`src/rtl/csi_byte_aligner.sv`:
```
// csi_byte_aligner
// Finds the HS sync byte on one CSI-2 data lane at any of eight bit offsets,
// locks that offset, and then forwards byte-aligned data with a valid strobe
// until the next line reset. A sticky flag reports a search that runs too long.
//
// state     | meaning
// ----------+-----------------------------------------------------------------
// ST_SEARCH | scanning the 16-bit window for the sync byte; timeout running
// ST_LOCKED | offset frozen; one aligned byte forwarded per cycle
module csi_byte_aligner #(
   parameter logic [7:0]  SYNC_BYTE      = 8'hB8,
   parameter int unsigned SEARCH_TIMEOUT = 64
) (
   input  logic       clk_i,
   input  logic       reset_n_i,
   input  logic       line_reset_i,
   input  logic [7:0] byte_i,
   output logic [7:0] byte_o,
   output logic       byte_valid_o,
   output logic       locked_o,
   output logic [2:0] sync_offset_o,
   output logic       sync_timeout_o
);

   typedef enum logic {
      ST_SEARCH = 1'b0,
      ST_LOCKED = 1'b1
   } state_t;

   // Count value on which a further unmatched search cycle trips the timeout.
   localparam logic [15:0] TIMEOUT_LAST = 16'(SEARCH_TIMEOUT - 1);

   state_t      state_q, state_d;
   logic [7:0]  prev_q;
   logic [15:0] window;
   logic [2:0]  offset_q, offset_d;
   logic [7:0]  byte_q, byte_d;
   logic        valid_q, valid_d;
   logic [15:0] cnt_q, cnt_d;
   logic        timeout_q, timeout_d;
   logic        match_hit;
   logic [2:0]  match_k;
   logic [7:0]  locked_data;

   // Earlier byte sits in the low half, so candidate k spans window[k+7:k].
   assign window      = {byte_i, prev_q};
   assign locked_data = window[offset_q +: 8];

   // Previous byte is captured even during line reset so a sync that
   // straddles the reset release is still visible in the first window.
   always_ff @(posedge clk_i) begin
      if (!reset_n_i) begin
         prev_q <= 8'h00;
      end else begin
         prev_q <= byte_i;
      end
   end

   // Sync search across all eight offsets; scanning downwards leaves the
   // lowest matching offset as the winner.
   always_comb begin
      match_hit = 1'b0;
      match_k   = 3'd0;
      for (int k = 7; k >= 0; k--) begin
         if (window[k +: 8] == SYNC_BYTE) begin
            match_hit = 1'b1;
            match_k   = 3'(k);
         end
      end
   end

   // State and datapath registers.
   always_ff @(posedge clk_i) begin
      if (!reset_n_i) begin
         state_q   <= ST_SEARCH;
         offset_q  <= 3'd0;
         byte_q    <= 8'h00;
         valid_q   <= 1'b0;
         cnt_q     <= 16'd0;
         timeout_q <= 1'b0;
      end else begin
         state_q   <= state_d;
         offset_q  <= offset_d;
         byte_q    <= byte_d;
         valid_q   <= valid_d;
         cnt_q     <= cnt_d;
         timeout_q <= timeout_d;
      end
   end

   // Next-state and next-output logic; line reset beats any match.
   always_comb begin
      state_d   = state_q;
      offset_d  = offset_q;
      byte_d    = byte_q;
      valid_d   = valid_q;
      cnt_d     = cnt_q;
      timeout_d = timeout_q;

      if (line_reset_i) begin
         state_d   = ST_SEARCH;
         offset_d  = 3'd0;
         byte_d    = 8'h00;
         valid_d   = 1'b0;
         cnt_d     = 16'd0;
         timeout_d = 1'b0;
      end else begin
         case (state_q)
            ST_SEARCH: begin
               if (match_hit) begin
                  // The sync byte itself is swallowed; data starts next edge.
                  state_d  = ST_LOCKED;
                  offset_d = match_k;
               end else begin
                  if (cnt_q != 16'hFFFF) begin
                     cnt_d = cnt_q + 16'd1;
                  end
                  if (cnt_q >= TIMEOUT_LAST) begin
                     timeout_d = 1'b1;
                  end
               end
            end
            ST_LOCKED: begin
               // No re-search: later sync patterns are ordinary payload.
               byte_d  = locked_data;
               valid_d = 1'b1;
            end
            default: begin
               state_d = ST_SEARCH;
            end
         endcase
      end
   end

   assign byte_o         = byte_q;
   assign byte_valid_o   = valid_q;
   assign locked_o       = (state_q == ST_LOCKED);
   assign sync_offset_o  = offset_q;
   assign sync_timeout_o = timeout_q;

endmodule

```
`config.mk`:
```
export PLATFORM = sky130hd
export DESIGN_NAME = csi_byte_aligner
export DESIGN_NICKNAME = d
export VERILOG_FILES = /design/src/rtl/csi_byte_aligner.sv
export SDC_FILE = /design/constraint.sdc
export NUM_CORES = 1
export LEC_CHECK = 0
export BUFFER_PORTS_ARGS = -buffer_cell sky130_fd_sc_hd__buf_2
export CORE_ASPECT_RATIO = 0.5
export CORE_MARGIN = 4
export CORE_UTILIZATION = 55
export DETAILED_ROUTE_END_ITERATION = 10
export GPL_ROUTABILITY_DRIVEN = 0
export GPL_TIMING_DRIVEN = 0
export PLACE_DENSITY = 0.76
export SETUP_SLACK_MARGIN = 0.5
export SYNTH_ARGS = -nofsm -noshare
export SYNTH_HDL_FRONTEND = slang
export SYNTH_SLANG_ARGS = --single-unit
```
`constraint.sdc`:
```
create_clock -name clk_i -period 4.8 [get_ports clk_i]
set_input_delay 0.24 -clock clk_i [delete_from_list [all_inputs] [get_ports clk_i]]
set_output_delay 0.24 -clock clk_i [all_outputs]
set_load 0.02 [all_outputs]
```
After elaboration in Yosys (flattened, before gate mapping) --
Index checks and enable logic that the tools add are counted.
Cells by class: add/subtract/negate cells 1, order comparisons 1, equal/unequal tests 9, shift-type cells 1, mux-type cells 18, bitwise operators 3, reductions and logical operators 4
Operator list (count):
- equality test 8 bit (second input constant) | 8
- two-way mux 3 bit | 8
- adder 16 x 1 -> 16 bit (second input constant) | 1
- greater-or-equal comparator 16 x 6 -> 1 bit (second input constant) | 1
- != test 16 bit (second input constant) | 1
- indexed part select 16 x 4 -> 8 bit | 1
- two-way mux 1 bit | 10
- AND reduction 3 bit | 2
- NOT 1 bit | 3
- AND reduction 2 bit | 1
- OR reduction 2 bit | 1
Storage, ports and cells: register bits after elaboration 38, input bits 11, output and inout port bits 14

Logic depth before layout (Yosys ltp) --
Gate-level depths: netlist of the first run.
depth in word-level cells 11, depth in mapped cells 7

Worst setup path before layout of the first run --
OpenSTA, ideal clock, no wires.
kind flip-flop to flip-flop, start reg prev_q[7], end reg cnt_q[13], library setup time 0.070 ns, arrival time 1.718 ns, data required time 4.730 ns, path slack 3.012 ns, cell stages (with the launch flop) 7, buffers on the path 1, path through dfxtp_1 and4bb_4 o21ai_4 nand3_4 buf_6 or4_1 a21oi_1
On the way: longest elaborated chain between the ends 11
Ends and longest elaborated chain:
- start: declaration | RTL line 34 | logic [7:0] prev_q;
- start signal: assignment | RTL line 55 | prev_q <= byte_i;
- equality test 8 bit | RTL line 65 | if (window[k +: 8] == SYNC_BYTE) begin
- two-way mux 1 bit (7 in series) | RTL line 65
- two-way mux 1 bit (*) | RTL line 65
- NOT 1 bit (no source line) (*)
- AND reduction 3 bit (no source line) (*)
- end signal: assignment | RTL line 86 | cnt_q <= cnt_d;
- end: declaration | RTL line 39 | logic [15:0] cnt_q, cnt_d;
Every way passes the cells marked *; elsewhere a longest branch is shown, timed or not. A chain may end at the register's enable or synchronous reset.

Worst setup path after layout of the first run --
start reg cnt_q[1], end reg cnt_q[1]
On the way: longest elaborated chain between the ends 2
Ends and longest elaborated chain:
- parallel branches: the longest is 2 deep, another holds adder 16 x 1 -> 16 bit
Several ways; the timed one is not identified.

==> results of run 1 <==
-- cell families (layout without fill, tap and decap cells) --
group	Yosys count	after routing
buffers and inverters	18	50
adder cells (fa/ha/maj)	1	1
AO/OA/AOI/OAI	62	62
flip-flops	38	38
multiplexers	21	21
AND/OR/NAND/NOR	97	97
-- where the power goes --
part           leakage (nW)  internal [mW]  total, mW  switching, mW
combinational         0.535         0.0249     0.0561         0.0312
clock                0.0482          0.116      0.229          0.113
sequential            0.309          0.321      0.328        0.00707
total                 0.892          0.461      0.613          0.151
-- layer usage --
| metal | part of all wire [%] | track usage (%) | vias up |
|---|---|---|---|
| li1 | - | - | 985 |
| met1 | 45 | 29.1 | 981 |
| met2 | 45 | 36.3 | 82 |
| met3 | 8.7 | 5.84 | 4 |
| met4 | 0.76 | 7.36 | 0 |
| met5 | 0 | 0 | - |
-- critical path, stage by stage, from the launching register on --
cell	delay (ns)
dfxtp_1	0.41
ha_1	0.27
nand3_1	0.31
o311ai_4	0.53
buf_2	0.31
o21ai_0	0.11
a21oi_1	0.17
-- sequential cells by signal (all words and copies together) (netlist names) --
name and count:
cnt_q 16, byte_o 8, prev_q 8, sync_offset_o 3, byte_valid_o 1, locked_o 1, sync_timeout_o 1
-- final cells by class --
cell class              instances  area, um2
multi-input cells             181       1360
fillers                       296       1160
flip-flops and latches         38        761
repair buffers                 24        120
clock buffers                   7       86.3
plain buffers                  13       67.6
well taps                      51       63.8
inverters                       5       18.8
clock inverters                 1       5.00
-- synthesized netlist by cell type, drive strengths merged (3+ instances only) --
master,instances
or4,11
buf,5
o31ai,9
and2,8
nor3,4
mux2,3
nand3b,3
nor4,4
nor4bb,5
inv,5
a211oi,10
mux4,4
mux2i,14
o21a,6
nand4,6
and4bb,7
clkbuf,8
o21ai,11
nor2,18
dfxtp,38
and3,6
nand3,12
nand2,5
a21oi,18
or3,3
-- final timing paths --
path,start,to,slack [ns],cells after the start
min,byte_i[7],prev_q[7],0.15,2
min reg2reg,sync_timeout_o,sync_timeout_o,0.46,1
max,cnt_q[1],cnt_q[1],2.60,6
max reg2reg,cnt_q[1],cnt_q[1],2.60,6
-- per-stage QoR --
step                instances  power [mW]
floorplan                 237       0.370
global placement          312       0.388
detailed placement        312       0.390
CTS                       320       0.616
global route              320       0.638
finish                    320       0.613
==> flow_summary_export.csv, run 1 <==
group,metric,value,unit
synth,synth-warning-count,0,
timing,whs,0.152,ns
timing,setup_viol,0,
clock_tree,cts_buffers,5,
power,p_leak,0.892,nW
timing,slew_violations,0,
global_route,grt_max_degree,12,
clock_tree,cts_setup_buffers,0,
timing,timing_hold_violations_final,0,
timing,clock.fmax,455,MHz
status,status,"finished clean",
die,die_h,52.8,um
power,power_density,247,nW/um2
setup_path,worstPathMaxFanout,10,
synth,synthAdderAreaFrac,0.568,%
cells_and_area,final_cell_area,2480,um2
synth,seq_area_frac_synth,34.5,%
clock_tree,clock-root-buffer,"clkbuf_8",
timing,setup-tns-final,0,ns
synth,netlist_area,2200,um2
cells_and_area,syn2layout_area_growth,12.5,%
cells_and_area,layout_common_cells,"dfxtp_1 (38), buf_2 (27), nor2_1 (18), a21oi_1 (18), mux2i_1 (14)",
global_route,grt_use_total,22.3,%
synth,async_reset_ff_share,0,%
synth,yosysTopAreaCell,"dfxtp_1",
placed_design,hpwl,3.86,mm
synth,syn_avg_cell_area,9.30,um2
clock_tree,cts_max_path_buffers,2,
job,max_cap_viol_count,0,
drt,post-route-drc-count,0,
clock_tree,h-tree-depth,2,
cells_and_area,nets,280,
setup_path,path_class,"reg -> reg",
clock_tree,cts_hold_repair.buffers,0,
synth,yosys.area_share.xor_xnor,0,%
global_route,first_global_vias,1905,
die,die-area,5150,um2
drt,drt_iter0_markers,89,
synth,synth_mux_area_share,12.0,%
synth,ys_types,45,
die,num_rows,15,
power,ir_worst_vdd,0.132,mV
global_route,grt_first_pass_wirelength,9.17,mm
synth,synthTopCellsByArea,"dfxtp_1 (35%), mux2i_1 (6.4%), a21oi_1 (4.1%)",
drt,dr.pass1.iters,4,
placed_design,numPortBuffers,24,
min_path,holdCritPathClass,"in -> reg",
synth,synth_enable_flop_cells,0,
setup_path,cp.required,5.02,ns
synth,synth_top_family_by_area,"simple AND/OR/NAND/NOR gates",
drt,wl_per_cell,16.8,um
synth,synthSimpleGateAreaFrac,28.9,%
drt,viasPerCell,6.41,
cells_and_area,diodes,0,
synth,ys_seq_elements,38,
die,start_util,60.5,%
setup_path,arrival,2.42,ns
setup_path,start_kind,"register",
placed_design,place_area,2390,um2
cells_and_area,final_common_cell,"dfxtp_1",
global_route,antenna_found_initial,0,
synth,synthFlopType,"dfxtp_1",
clock_tree,cts-resized-gates,0,
clock_tree,clk_latency,0.29,ns
placed_design,dp_slack,2.71,ns
clock_tree,cts_tree,"yes",
die,core_region_area,3640,um2
die,die_w,97.5,um
timing,fin_crit_sh,45.8,%
synth,synth_fp_nets,249,
synth,synth_top_area_share,34.5,%
global_route,overflow,0,
timing,period_needed,2.20,ns
timing,timing.final.ws_setup,2.60,ns
clock_tree,clk_pin_slew,0.07,ns
timing,finalClockSkew,0.00274,ns
drt,drtAntennaViolNets,0,
drt,routed_wl,5.37,mm
cells_and_area,utilization,68.1,%
timing,worstMarginPinSlew,0.526,ns
synth,synth-compound-area-share,20.1,%
timing,rsz0062_at_grt,"no",
timing,relSlewSlack,64.7,%
drt,dr_total_vias,2052,
die,pin_count,25,
clock_tree,cts_sinks,38,
synth,synthCells,237,
setup_path,endpoint_kind,"register",
cells_and_area,layout-drive-gt1-share,20.4,%
(Power assumes the default switching activity.)
==> run 2: changes to the inputs <==
--- a/config.mk
+++ b/config.mk
@@ -5,10 +5,11 @@
 export SDC_FILE = /design/constraint.sdc
 export NUM_CORES = 1
 export LEC_CHECK = 0
+export ABC_AREA = 1
 export BUFFER_PORTS_ARGS = -buffer_cell sky130_fd_sc_hd__buf_2
 export CORE_ASPECT_RATIO = 0.5
 export CORE_MARGIN = 4
-export CORE_UTILIZATION = 55
+export CORE_UTILIZATION = 53
 export DETAILED_ROUTE_END_ITERATION = 10
 export GPL_ROUTABILITY_DRIVEN = 0
 export GPL_TIMING_DRIVEN = 0
==> constraint.sdc (replaced) <==
create_clock -name clk_i -period 1.9 [get_ports clk_i]
set_input_delay 0.095 -clock clk_i [delete_from_list [all_inputs] [get_ports clk_i]]
set_output_delay 0.095 -clock clk_i [all_outputs]
set_load 0.02 [all_outputs]
==> run 2 against run 1 <==
Net effect:
- worst hold slack worse by 0.13 ns
- register-to-register slack worse by 2.2 ns
- clock power rose to 2.6 times the previous value
- non-clock buffer count up 15
- power rose to 2.6 times the previous value
- synthesized cell count up 64%
==> flow_summary_export.csv, run 2 <==
group,metric,value,unit
cells_and_area,layout-drive-gt1-share,32.0,%
die,num_rows,16,
global_route,overflow,0,
drt,viasPerCell,5.34,
cells_and_area,syn2layout_area_growth,27.7,%
power,netSwitchingPower,434,uW
drt,dr.pass1.iters,5,
placed_design,place_area,2570,um2
synth,yosysTopAreaCell,"dfxtp_1",
synth,synth-warning-count,0,
synth,seq_area_frac_synth,32.2,%
timing,setup-tns-final,0,ns
drt,post-route-drc-count,0,
min_path,holdCritPathClass,"in -> reg",
timing,fin_crit_sh,80.9,%
timing,slew_violations,0,
power,p_leak,1.47,nW
die,die_h,55.2,um
setup_path,crit_chain,"nand2_1 > nor2_2 > nand4_1 > buf_6 > nand2_2 > inv_2 > nand3_2 > nand2_1 > nand2_1 > nor2_1",
job,max_cap_viol_count,0,
clock_tree,cts_max_path_buffers,2,
timing,relSlewSlack,66.7,%
power,p_int,1.18,mW
global_route,grt_util_met3,4.90,%
clock_tree,clock-root-buffer,"clkbuf_8",
placed_design,hpwl,4.18,mm
cells_and_area,diodes,0,
synth,post-synth-top-count-cell,"nand2_1",
drt,dr_total_vias,2624,
setup_path,worstPathMaxFanout,6,
timing,clock.fmax,651,MHz
global_route,grt_first_pass_wirelength,10.2,mm
clock_tree,h-tree-depth,2,
power,clockPowerShare,36.3,%
clock_tree,cts_buffers,5,
die,start_util,57.6,%
power,power_frac_seq,51.2,%
global_route,grt.met1_usage,27.5,%
drt,wl_per_cell,13.0,um
setup_path,endpoint_kind,"register",
global_route,grt_use_met2,37.1,%
synth,ys_seq_elements,38,
synth,synth_top_area_share,32.2,%
synth,syn_avg_cell_area,6.08,um2
synth,synth_enable_flop_cells,0,
setup_path,crit_top_cell,"nand2_1",
setup_path,path_class,"reg -> reg",
timing,timing_hold_violations_final,0,
synth,synthCells,389,
synth,synthFlopType,"dfxtp_1",
die,die_w,102,um
cells_and_area,nets,448,
clock_tree,clk_pin_slew,0.08,ns
power,power_density,533,nW/um2
global_route,antenna_found_initial,0,
synth,synth_fp_nets,401,
cells_and_area,utilization,73.6,%
timing,finalClockSkew,0.00434,ns
power,combPwrFrac,12.5,%
timing,rsz0062_at_grt,"yes",
global_route,grt_busiest_layer,"met2",
synth,synth_common_cells,"nand2_1 (108), nor2_1 (60), inv_1 (59)",
power,ir_worst_vdd,0.325,mV
setup_path,max_stage_delay,0.40,ns
drt,drtAntennaViolNets,0,
cells_and_area,final_common_cell,"nand2_1",
clock_tree,clk_latency,0.30,ns
synth,ys_types,28,
global_route,first_global_vias,2429,
global_route,grt_max_degree,12,
timing,setup_viol,0,
die,die-area,5660,um2
setup_path,cp.required,2.08,ns
placed_design,numPortBuffers,23,
die,pin_count,25,
setup_path,cpMaxStageDelayCell,"dfxtp_2",
synth,async_reset_ff_share,0,%
power,netSwitchingFraction,26.9,%
setup_path,start_kind,"register",
cells_and_area,layout_common_cells,"nand2_1 (96), inv_1 (49), nor2_1 (49), buf_2 (26)",
global_route,grt_use_total,21.8,%
status,status,"finished clean",
timing,period_needed,1.54,ns
synth,netlist_area,2360,um2
timing,worstMarginPinSlew,0.499,ns
cells_and_area,regMostFlops,"cnt_q",
drt,routed_wl,6.37,mm
clock_tree,cts_tree,"yes",
drt,drt_iter0_markers,95,
clock_tree,cts_sinks,38,
die,core_region_area,4100,um2
setup_path,arrival,1.72,ns
cells_and_area,largest_reg_flops,16,
synth,synthTopCellsByArea,"dfxtp_1 (32%), nand2_1 (17%), nor2_1 (9.5%)",
cells_and_area,final_cell_area,3020,um2
## run 2: changes by cell type after synthesis, moves of 6 or more
cell	delta
o21ai_0	+13
nand2_1	+103
inv_1	+54
o211ai_1	+13
mux2i_1	-13
and2_1	-8
o21a_1	-6
or4_1	-11
a211oi_1	-10
nor2_1	+42
nand3_1	+23
o31ai_1	-9
## run 2: per-stage QoR
step	setup slack, ns	total power, mW	hold WS [ns]	std cells
2_1_floorplan	0.511	0.958	0.188	389
3_3_place_gp	0.342	1.00	0.284	466
3_5_place_dp	0.315	1.01	0.297	466
4_1_cts	0.431	1.61	0.0182	487
5_1_grt	0.263	1.68	0.0339	491
6_report	0.364	1.61	0.0191	491
## run 2: cells by family after synthesis
| logic type | count (synthesis) | synth area share [%] |
|---|---|---|
| buffers and inverters | 76 | 13.0 |
| adders and majority gates | 1 | 0.529 |
| muxes | 1 | 0.423 |
| and+or+nand+nor | 223 | 41.5 |
| AOI/OAI and AO/OA | 50 | 12.4 |
| DFF | 38 | 32.2 |
## run 2: power by group through the flow
stage | Clock, mW | Combinational, mW | Sequential, mW
2_1_floorplan | 0 | 0.114 | 0.843
3_3_place_gp | 0 | 0.161 | 0.843
3_5_place_dp | 0 | 0.165 | 0.843
4_1_cts | 0.601 | 0.184 | 0.823
5_1_grt | 0.627 | 0.223 | 0.826
6_report | 0.585 | 0.201 | 0.824
## run 2: final timing paths
| check | start | endpoint | slack [ns] | cells past startpoint |
|---|---|---|---|---|
| max | cnt_q[6] | cnt_q[13] | 0.36 | 10 |
| min | byte_i[5] | prev_q[5] | 0.02 | 3 |
| max reg2reg | cnt_q[6] | cnt_q[13] | 0.36 | 10 |
| min reg2reg | sync_timeout_o | sync_timeout_o | 0.46 | 2 |
## run 2: layout make-up
type | instances | area, um2
clock buffer | 7 | 86.3
timing repair buffer | 40 | 256
multi-input combinational | 275 | 1490
inverter | 64 | 245
fill | 344 | 1080
clock inverter | 1 | 5.00
tap | 54 | 67.6
sequential | 38 | 790
buffer | 12 | 82.6
## run 2: worst max-delay path, delay by kind of cell, from the launching register on
| family | cells | cell delay, ns |
|---|---|---|
| flip-flops | 1 | 0.40 |
| buffers and inverters | 2 | 0.25 |
| AND/OR/NAND/NOR | 8 | 0.77 |
## run 2: metal layers
layer | wire length (um) | vias to the layer above
li1 | - | 1317
met1 | 2720 | 1200
met2 | 3060 | 86
met3 | 419 | 21
met4 | 164 | 0
met5 | 0 | -
## run 2: what timing repair did
action / 4_1_cts / 5_1_grt
setup buffers: 10 / 4
resized for setup: 36 / 64
setup endpoints to repair: 27 / 29
pin swaps: 15 / 20
hold endpoints to repair: 1 / 0
cloned: 2 / 0
hold buffers: 1 / 0
==> run 3: changes to the inputs <==
--- a/config.mk
+++ b/config.mk
@@ -5,15 +5,15 @@
 export SDC_FILE = /design/constraint.sdc
 export NUM_CORES = 1
 export LEC_CHECK = 0
-export ABC_AREA = 1
+export ABC_AREA = 0
 export BUFFER_PORTS_ARGS = -buffer_cell sky130_fd_sc_hd__buf_2
 export CORE_ASPECT_RATIO = 0.5
 export CORE_MARGIN = 4
-export CORE_UTILIZATION = 53
+export CORE_UTILIZATION = 52
 export DETAILED_ROUTE_END_ITERATION = 10
 export GPL_ROUTABILITY_DRIVEN = 0
 export GPL_TIMING_DRIVEN = 0
-export PLACE_DENSITY = 0.76
+export PLACE_DENSITY = 0.75
 export SETUP_SLACK_MARGIN = 0.5
 export SYNTH_ARGS = -nofsm -noshare
 export SYNTH_HDL_FRONTEND = slang
==> constraint.sdc (replaced) <==
create_clock -name clk_i -period 1.4 [get_ports clk_i]
set_input_delay 0.07 -clock clk_i [delete_from_list [all_inputs] [get_ports clk_i]]
set_output_delay 0.07 -clock clk_i [all_outputs]
set_load 0.02 [all_outputs]
==> run 3 against run 2 <==
Net effect:
- count of clock-buffer cells in the layout rose by 1
- flip-flop and latch count did not move
- first-iteration DRC count rose by 40%
- the flow now finishes with violations (setup timing)
- design area rose by 8.6%
- cell count fell by 28%
==> flow_summary_export.csv, run 3 (synthesized netlist as in run 1, its figures left out) <==
group,metric,value,unit
status,status,"finished, violations left",
status,violations,"setup timing",
cells_and_area,layout_common_cells,"buf_4 (23), dfxtp_1 (20), nor2_1 (16), buf_2 (16), a21oi_1 (13)",
cells_and_area,diodes,0,
setup_path,reg2reg_to,"cnt_q[13]",
timing,rsz0062_at_grt,"yes",
drt,dr.pass1.iters,5,
global_route,first_global_vias,2301,
die,start_util,55.3,%
clock_tree,clock-root-buffer,"clkbuf_8",
die,die-area,5410,um2
clock_tree,clk_pin_slew,0.07,ns
setup_path,crit_cells,6,
setup_path,crit_start,"prev_q[4]",
drt,drt_iter0_markers,133,
setup_path,reg2reg_setup_slack,-0.47,ns
drt,routed_wl,8.03,mm
drt,post-route-drc-count,0,
cells_and_area,regMostFlops,"cnt_q",
drt,viasPerCell,6.97,
timing,worstMarginPinSlew,0.586,ns
clock_tree,cts_buffers,5,
setup_path,max_stage_delay,0.49,ns
timing,clock.fmax,535,MHz
placed_design,hpwl,4.04,mm
clock_tree,clk_latency,0.31,ns
power,ir_worst_vdd,0.445,mV
global_route,grt_use_total,28.0,%
clock_tree,cts_sinks,38,
cells_and_area,num-fill-cells,217,
die,pin_count,25,
timing,slew_violations,0,
timing,setup_viol,28,
setup_path,worstPathMaxFanout,8,
job,max_cap_viol_count,0,
cells_and_area,final_cell_area,3280,um2
placed_design,place_area,2510,um2
power,p_leak,1.21,nW
clock_tree,h-tree-depth,2,
min_path,holdCritPathClass,"in -> reg",
cells_and_area,syn2layout_area_growth,48.7,%
die,die_h,54.0,um
die,num_rows,16,
die,die_w,100,um
cells_and_area,layout-drive-gt1-share,49.7,%
setup_path,arrival,2.10,ns
setup_path,r2r_cells,6,
clock_tree,cts_tree,"yes",
setup_path,start_kind,"register",
global_route,antenna_found_initial,0,
global_route,grt_first_pass_wirelength,11.6,mm
setup_path,r2r-start,"prev_q[4]",
setup_path,endpoint_kind,"register",
cells_and_area,final_common_cell,"buf_4",
timing,timing_hold_violations_final,0,
drt,dr_total_vias,2455,
setup_path,path_class,"reg -> reg",
global_route,overflow,0,
timing,timing.final.ws_setup,-0.468,ns
setup_path,cp.required,1.63,ns
timing,finalClockSkew,0.0109,ns
global_route,grt_max_degree,12,
cells_and_area,largest_reg_flops,16,
setup_path,endpoint,"cnt_q[13]",
drt,wl_per_cell,22.8,um
setup_path,crit_family,"simple AND/OR/NAND/NOR gates",
setup_path,cpMaxStageDelayCell,"or4_1",
die,core_region_area,3980,um2
power,power_density,719,nW/um2
placed_design,numPortBuffers,24,
power,fin_total_pwr,2.36,mW
clock_tree,cts_max_path_buffers,2,
drt,drtAntennaViolNets,0,
setup_path,critPathBufInv,1,
timing,relSlewSlack,60.9,%
cells_and_area,nets,309,
timing,period_needed,1.87,ns
setup_path,crit_chain,"and4bb_2 > o21ai_4 > nand3_4 > buf_6 > or4_1 > a21oi_2",
timing,fin_crit_sh,133,%
-- run 3: cell count changes in the layout (fill, tap and decap cells not counted), sizes merged, moves of 7 or more --
cell,change
nand2,-106
inv,-58
nor2,-48
nand3,-23
mux2i,+13
o211ai,-13
o21ai,-11
or4,+11
a211oi,+10
o31ai,+9
and2,+8
clkbuf,+8
and4bb,+7
-- run 3: what timing repair did --
action                                 4_1_cts  5_1_grt
setup endpoints to repair                   33       39
setup buffers                               11        9
hold buffers                                 1        0
pin swaps                                   35        7
resized for setup                           65       25
cloned                                       5        3
endpoints found under the hold margin        1        0
-- run 3: cell type report --
| cell class | count | area (um2) | area share [%] |
|---|---|---|---|
| Inverter | 5 | 18.8 | 0.573 |
| Buffer | 13 | 169 | 5.15 |
| Timing Repair Buffer | 52 | 427 | 13.0 |
| Sequential cell | 38 | 803 | 24.5 |
| Multi-Input combinational cell | 182 | 1680 | 51.3 |
| Tap cell | 54 | 67.6 | 2.06 |
| Clock buffer | 8 | 110 | 3.36 |
-- run 3: worst min path at each step --
stage	slack, ns	from	cells past startpoint	end
final	0.05	byte_i[6]	2	prev_q[6]
after global routing	0.05	byte_i[6]	2	prev_q[6]
after CTS	0.03	byte_i[6]	2	prev_q[6]
after detailed placement	0.29	byte_i[7]	2	prev_q[7]
after global placement	0.28	byte_i[7]	2	prev_q[7]
after floorplan	0.19	byte_i[4]	1	prev_q[4]
-- run 3: layer usage --
metal | track usage [%] | part of all wire (%) | vias up
met1 | 33.4 | 39 | 1190
li1 | - | - | 1062
met3 | 6.47 | 8.3 | 38
met5 | 0 | 0 | -
met4 | 16.1 | 3.9 | 0
met2 | 47.9 | 48 | 165
-- run 3: worst reg2reg max path: stages (launching register included) --
cell and delay, ns:
dfxtp_4 0.39, and4bb_2 0.26, o21ai_4 0.21, nand3_4 0.14
buf_6 0.17, or4_1 0.49, a21oi_2 0.15
-- run 3: stage by stage --
| stage | utilization, % | hold slack [ns] | setup TNS, ns | setup slack (ns) | std cells |
|---|---|---|---|---|---|
| floorplan | - | 0.192 | -4.52 | -0.319 | 237 |
| global placement | 63.1 | 0.277 | -9.75 | -0.569 | 315 |
| detailed placement | 63.1 | 0.286 | -10.24 | -0.564 | 315 |
| CTS | 77.1 | 0.0254 | -7.77 | -0.429 | 340 |
| global route | 82.3 | 0.0504 | -11.14 | -0.538 | 352 |
| finish | 82.3 | 0.0455 | -9.41 | -0.468 | 352 |
-- run 3: power breakdown --
group	total, mW	internal (mW)	switching, mW
Combinational	0.313	0.154	0.159
Sequential	1.13	1.09	0.0358
Clock	0.919	0.498	0.421
Total	2.36	1.74	0.615
